==> config.mk <==
export PLATFORM = sky130hd
export DESIGN_NAME = uart_rx
export DESIGN_NICKNAME = d
export VERILOG_FILES = /design/src/rtl/uart_pkg.sv /design/src/rtl/uart_rx_sync.sv /design/src/rtl/uart_rx.sv
export SDC_FILE = /design/constraint.sdc
export NUM_CORES = 1
export LEC_CHECK = 0
export CAP_MARGIN = 20
export CORE_MARGIN = 5
export CORE_UTILIZATION = 61
export CTS_CLUSTER_SIZE = 40
export DETAILED_ROUTE_END_ITERATION = 6
export DONT_BUFFER_PORTS = 1
export PLACE_DENSITY_LB_ADDON = 0.12
export SETUP_SLACK_MARGIN = 0.2
export SYNTH_ARGS = -nofsm -noshare
export SYNTH_HDL_FRONTEND = slang
export SYNTH_HIERARCHICAL = 1
export SYNTH_SLANG_ARGS = --single-unit
==> constraint.sdc <==
create_clock -name clock -period 1.85 [get_ports clock]
set_input_delay 0.185 -clock clock [delete_from_list [all_inputs] [get_ports clock]]
set_output_delay 0.185 -clock clock [all_outputs]
set_load 0.02 [all_outputs]
==> src/rtl/uart_pkg.sv <==
// Constants and state encoding shared by the UART receiver and transmitter.
package uart_pkg;

  localparam int DATA_BITS_DEF  = 8;
  localparam int OVERSAMPLE_DEF = 16;

  localparam logic [2:0] ST_IDLE      = 3'd0;
  localparam logic [2:0] ST_START     = 3'd1;
  localparam logic [2:0] ST_DATA      = 3'd2;
  localparam logic [2:0] ST_PARITY    = 3'd3;
  localparam logic [2:0] ST_STOP      = 3'd4;
  localparam logic [2:0] ST_WAIT_HIGH = 3'd5;

  typedef enum logic [2:0] {
    S_IDLE      = ST_IDLE,
    S_START     = ST_START,
    S_DATA      = ST_DATA,
    S_PARITY    = ST_PARITY,
    S_STOP      = ST_STOP,
    S_WAIT_HIGH = ST_WAIT_HIGH
  } rx_state_e;

endpackage

==> src/rtl/uart_rx_sync.sv <==
// Two-flop synchronizer for the serial line; resets to the idle (high) level.
module uart_rx_sync (
  input  logic clock,
  input  logic reset,
  input  logic din,
  output logic dout
);

  logic meta;

  always_ff @(posedge clock or posedge reset) begin
    if (reset) begin
      meta <= 1'b1;
      dout <= 1'b1;
    end else begin
      meta <= din;
      dout <= meta;
    end
  end

endmodule

==> src/rtl/uart_rx.sv <==
// Oversampled UART receiver, LSB first, one stop bit.
// Optional even parity bit enabled by defining UART_RX_PARITY_EN.
//
// state     | meaning
// IDLE      | line idle, looking for a low sample on a baud tick
// START     | confirm start bit at its middle, reject glitches
// DATA      | sample one data bit every OVERSAMPLE ticks
// PARITY    | sample even-parity bit (UART_RX_PARITY_EN only)
// STOP      | sample stop bit, publish byte or flag framing error
// WAIT_HIGH | line held low after bad stop bit, wait for idle level
module uart_rx
  import uart_pkg::*;
#(
  parameter int DATA_BITS  = DATA_BITS_DEF,
  parameter int OVERSAMPLE = OVERSAMPLE_DEF
) (
  input  logic                 clock,
  input  logic                 reset,
  input  logic                 baud_tick,
  input  logic                 rx,
  output logic [DATA_BITS-1:0] rx_data,
  output logic                 rx_valid,
  output logic                 frame_err,
`ifdef UART_RX_PARITY_EN
  output logic                 parity_err,
`endif
  output logic                 rx_idle
);

  localparam int CW = $clog2(OVERSAMPLE);
  localparam int BW = $clog2(DATA_BITS);
  localparam logic [CW-1:0] HALF_M1  = CW'(OVERSAMPLE/2 - 1);
  localparam logic [CW-1:0] CNT_LAST = CW'(OVERSAMPLE - 1);
  localparam logic [BW-1:0] BIT_LAST = BW'(DATA_BITS - 1);

  rx_state_e            state, state_nxt;
  logic [CW-1:0]        cnt, cnt_nxt;
  logic [BW-1:0]        bit_cnt, bit_cnt_nxt;
  logic [DATA_BITS-1:0] shreg, shreg_nxt;
  logic [DATA_BITS-1:0] data_nxt;
  logic                 valid_nxt, ferr_nxt;
  logic                 rx_s;
`ifdef UART_RX_PARITY_EN
  logic                 perr_nxt;
  logic                 par_bad, par_bad_nxt;
`endif

  uart_rx_sync u_sync (
    .clock (clock),
    .reset (reset),
    .din   (rx),
    .dout  (rx_s)
  );

  assign rx_idle = (state == S_IDLE);

  always_comb begin
    state_nxt   = state;
    cnt_nxt     = cnt;
    bit_cnt_nxt = bit_cnt;
    shreg_nxt   = shreg;
    data_nxt    = rx_data;
    valid_nxt   = 1'b0;
    ferr_nxt    = 1'b0;
`ifdef UART_RX_PARITY_EN
    perr_nxt    = 1'b0;
    par_bad_nxt = par_bad;
`endif
    if (baud_tick) begin
      cnt_nxt = cnt + CW'(1);
      case (state)
        S_IDLE: begin
          cnt_nxt = '0;
          if (!rx_s) begin
            state_nxt   = S_START;
            bit_cnt_nxt = '0;
`ifdef UART_RX_PARITY_EN
            par_bad_nxt = 1'b0;
`endif
          end
        end
        S_START: begin
          if (cnt == HALF_M1) begin
            cnt_nxt   = '0;
            state_nxt = rx_s ? S_IDLE : S_DATA;
          end
        end
        S_DATA: begin
          if (cnt == CNT_LAST) begin
            cnt_nxt     = '0;
            shreg_nxt   = {rx_s, shreg[DATA_BITS-1:1]};
            bit_cnt_nxt = bit_cnt + BW'(1);
            if (bit_cnt == BIT_LAST) begin
`ifdef UART_RX_PARITY_EN
              state_nxt = S_PARITY;
`else
              state_nxt = S_STOP;
`endif
            end
          end
        end
`ifdef UART_RX_PARITY_EN
        S_PARITY: begin
          if (cnt == CNT_LAST) begin
            cnt_nxt   = '0;
            state_nxt = S_STOP;
            if ((^shreg) != rx_s) begin
              perr_nxt    = 1'b1;
              par_bad_nxt = 1'b1;
            end
          end
        end
`endif
        S_STOP: begin
          if (cnt == CNT_LAST) begin
            cnt_nxt = '0;
            if (rx_s) begin
              state_nxt = S_IDLE;
`ifdef UART_RX_PARITY_EN
              if (!par_bad) begin
                data_nxt  = shreg;
                valid_nxt = 1'b1;
              end
`else
              data_nxt  = shreg;
              valid_nxt = 1'b1;
`endif
            end else begin
              ferr_nxt  = 1'b1;
              state_nxt = S_WAIT_HIGH;
            end
          end
        end
        S_WAIT_HIGH: begin
          cnt_nxt = '0;
          if (rx_s) state_nxt = S_IDLE;
        end
        default: begin
          cnt_nxt   = '0;
          state_nxt = S_IDLE;
        end
      endcase
    end
  end

  always_ff @(posedge clock or posedge reset) begin
    if (reset) begin
      state      <= S_IDLE;
      cnt        <= '0;
      bit_cnt    <= '0;
      shreg      <= '0;
      rx_data    <= '0;
      rx_valid   <= 1'b0;
      frame_err  <= 1'b0;
`ifdef UART_RX_PARITY_EN
      parity_err <= 1'b0;
      par_bad    <= 1'b0;
`endif
    end else begin
      state      <= state_nxt;
      cnt        <= cnt_nxt;
      bit_cnt    <= bit_cnt_nxt;
      shreg      <= shreg_nxt;
      rx_data    <= data_nxt;
      rx_valid   <= valid_nxt;
      frame_err  <= ferr_nxt;
`ifdef UART_RX_PARITY_EN
      parity_err <= perr_nxt;
      par_bad    <= par_bad_nxt;
`endif
    end
  end

endmodule
==> results by group <==
Logic synthesis
  – Netlist Area Pre-Place: about 1400 um^2
  – EDFF count, synth: 0
  – Ranking of synthesized cells by area: dfrtp_1 50%, mux2_2 13%, dfstp_2 3.8%
  – Xor/xnor cell area share of the yosys netlist: under 10%
  – Compound-Gate Fraction of Synth Area: ~8.1%
  – #FFs+latches synth: 30
  – Mean area per synthesized cell: between 10 and 15 um^2
  – Post-synthesis mux area share: roughly 16%
  – Top-area cell type share of the netlist area: 50.1%
  – Largest area contributor in the synthesized netlist: dfrtp_1
  – Number of unique standard cell types used by synthesis: 35
  – Main flop type after synthesis: dfrtp_1
  – Synthesized-area fraction occupied by adder cells: around 2.7%
  – Cell count after synthesis: about 110
  – Dominant combinational cell family by area after synthesis: multiplexers
  – Net count after synthesis: about 120
  – Proportion of synthesized chip area in sequential cells: ~54%
  – Share of synthesized flip-flops with an asynchronous set or reset: 100%
  – Simple logic cell fraction of the synthesized area: ~13%
  – Yosys warnings: 6

Clock network
  – Clock tree from TritonCTS: built
  – Source-to-sink clock delay at the later pin of the worst-skew pair: roughly 330 ps
  – Maximum buffer depth of the clock tree: 2
  – Total clock buffers created by CTS: 5
  – Root Buffer Master: clkbuf_4
  – H-Tree Level Count: 2
  – Clock transition at the registers of the reported paths: 90 ps
  – CTS Sinks: 30

Worst setup path
  – Category of the worst setup path launch point: flip-flop
  – Critical Setup Path Class: flip-flop to flip-flop
  – Worst setup EP type: flip-flop
  – Data arrival time of the critical path: 1860 ps
  – CP required: roughly 2100 ps
  – Largest fanout on the critical path: 5

Die
  – Number of top-level design ports: 15
  – # rows: 17
  – Total core area: about 2200 um^2
  – Die area: 3350 um^2
  – Die X: between 50 and 60 um
  – Effective utilization at floorplan: a little under two thirds
  – Height of the die: 57.9 um

GRT
  – Met1 Use GR: between 10% and 20%
  – Met3 Usage GRT: about 5.8%
  – Pin count of the biggest net entering global routing: 29
  – Number of antenna violations at the first check in global routing: 0
  – Via count of the first global-routing pass: 909
  – First-pass GRT wire length: just over 4 mm
  – GR met2 Demand/Resource: 28.1%
  – GRT Util Overall: 16.8%
  – Sum of overflow across all layers after global routing: 0
  – GR peak layer: met2

Timing
  – Period minus WS final: between 1500 and 2000 ps
  – Final count of negative-setup-slack endpoints: 0
  – Ratio of final minimum period to clock period: between 80 and 90%
  – Total count of max-transition violations in the final report: 0
  – Final worst hold slack: slightly above 30 ps
  – Worst clock skew: between 10 and 15 ps
  – Unrepaired setup endpoints after global routing: yes
  – Highest clock frequency the design can meet: about 0.6 GHz
  – Fin Setup TNS: 0 ps
  – Worst-margin pin slew: approximately 440 ps
  – Slew Limit Headroom: a little over two thirds
  – Final hold violations: 0

Cells and area
  – Commonest cells after routing, fill and taps aside: 25 x dfrtp_1, 16 x mux2_2, 13 x buf_4
  – Final cell count without fillers: 160
  – Total number of nets in the final design: 138
  – Commonest non-fill, non-tap cell in the layout: dfrtp_1
  – N_diodes: 0
  – Layout overhead on the synthesized area: 18.0%
  – Layout cells sized above 1: between 40% and 50%
  – Post-layout util: about 75%

Route
  – Post-detailed-routing wire length: roughly 2.6 mm
  – Remaining DRCs: 0
  – Length of the first detailed-routing pass in iterations: 4
  – Number of routed nets with antenna violations: 0
  – Avg WL per Cell: ~16 um
  – Iter 0 DRT Violations: 18
  – Average vias per placed instance: about 5.6
  – Vias: 898

Outcome
  – Run status: complete, no violations

Hold path
  – Worst hold-check path type: input port to flip-flop

Pwr
  – Largest voltage drop on the vdd net: ~1.2 mV
  – Total power divided by cell area: 1280 nW/um^2
  – Static leakage: 0.000773 uW

Place
  – Total placed cells including tap cells: between 100 and 150
  – HPWL Detailed: 1.68 mm
  – Routability congestion estimate from global placement: between 0.7 and 0.8
  – Buffers added on ports: 0

Run
  – Total of max-cap violations: 0
[worst paths after layout]
kind	start	end	slack, ps	cells past startpoint
setup / recovery	cnt[1]	shreg[3]	210	5
hold / removal	baud_tick	cnt[1]	30	2
setup reg to reg	cnt[1]	shreg[3]	210	5
hold reg to reg	u_sync/meta	u_sync/dout	360	0
max in group asynchronous	reset	state[0]	1180	3
min in group asynchronous	reset	u_sync/dout	330	2
[cell type report]
| type | count | area [um^2] |
|---|---|---|
| multi-input cells | 67 | 618 |
| repair buffers | 17 | 139 |
| inverters | 10 | 37.5 |
| clock buffers | 6 | 51.3 |
| fillers | 155 | 541 |
| well taps | 28 | 35.0 |
| clock inverters | 2 | 12.5 |
| flip-flops and latches | 30 | 757 |
[routing by layer]
| metal | vias up | routed length, um |
|---|---|---|
| met5 | - | 0 |
| met4 | 0 | 27 |
| met3 | 3 | 143 |
| met2 | 15 | 1290 |
| met1 | 445 | 1120 |
| li1 | 435 | - |
[power breakdown]
part           total (uW)  internal (uW)  leakage [uW]  switching, uW
registers             879            748      0.000402            131
clock network         409            182     0.0000343            227
logic                 826            384      0.000337            443
[metrics by stage]
step / power, uW / setup WS [ps] / instance area [um^2]
2_1_floorplan: 1390 / 222 / 1400
3_3_place_gp: 1510 / 204 / 1460
3_5_place_dp: 1530 / 156 / 1460
4_1_cts: 2020 / 209 / 1610
5_1_grt: 2260 / 172 / 1650
6_report: 2110 / 215 / 1650
[repair_timing]
item,in CTS,in global routing
resized for setup,8,4
endpoints found under the hold margin,34,0
pin swaps,4,6
hold buffers,3,0
buffers inserted,2,4
endpoints found under the setup margin,20,17
gates cloned,1,0
[sequential cells by signal, summed over array words and instances, names as in the netlist]
name / cells
u_sync/meta: 1
shreg: 8
u_sync/dout: 1
bit_cnt: 3
state: 3
rx_valid: 1
cnt: 4
frame_err: 1
rx_data: 8
[critical path, cell delays in order (launching register included)]
cell      delay [ps]
dfrtp_1          410
ha_4             180
nand3_2          110
a211oi_4         360
nand3_2          170
mux2_2           290
[synth_stat cells, types with 2 or more instances]
master	instances
buf_4	2
nor2_1	3
xnor2_1	2
mux2i_1	4
nand2_1	4
nor2b_1	2
nor3_1	3
a21oi_1	3
mux2_2	16
ha_1	3
dfstp_2	2
o21ai_0	4
dfrtp_1	28
inv_1	10
nand2b_1	2
nand3_1	2
nand4_1	3
[cells by family (layout without fill, tap and decap cells)]
kind of cell               count (synthesis)  in the layout
AOI/OAI and AO/OA                         15             15
buffers and inverters                     15             35
muxes                                     20             20
DFF                                       30             30
and+or+nand+nor                           25             26
xor gates and xnor gates                   3              3
adders and majority gates                  3              3
Power figures use the tool's default switching activity.
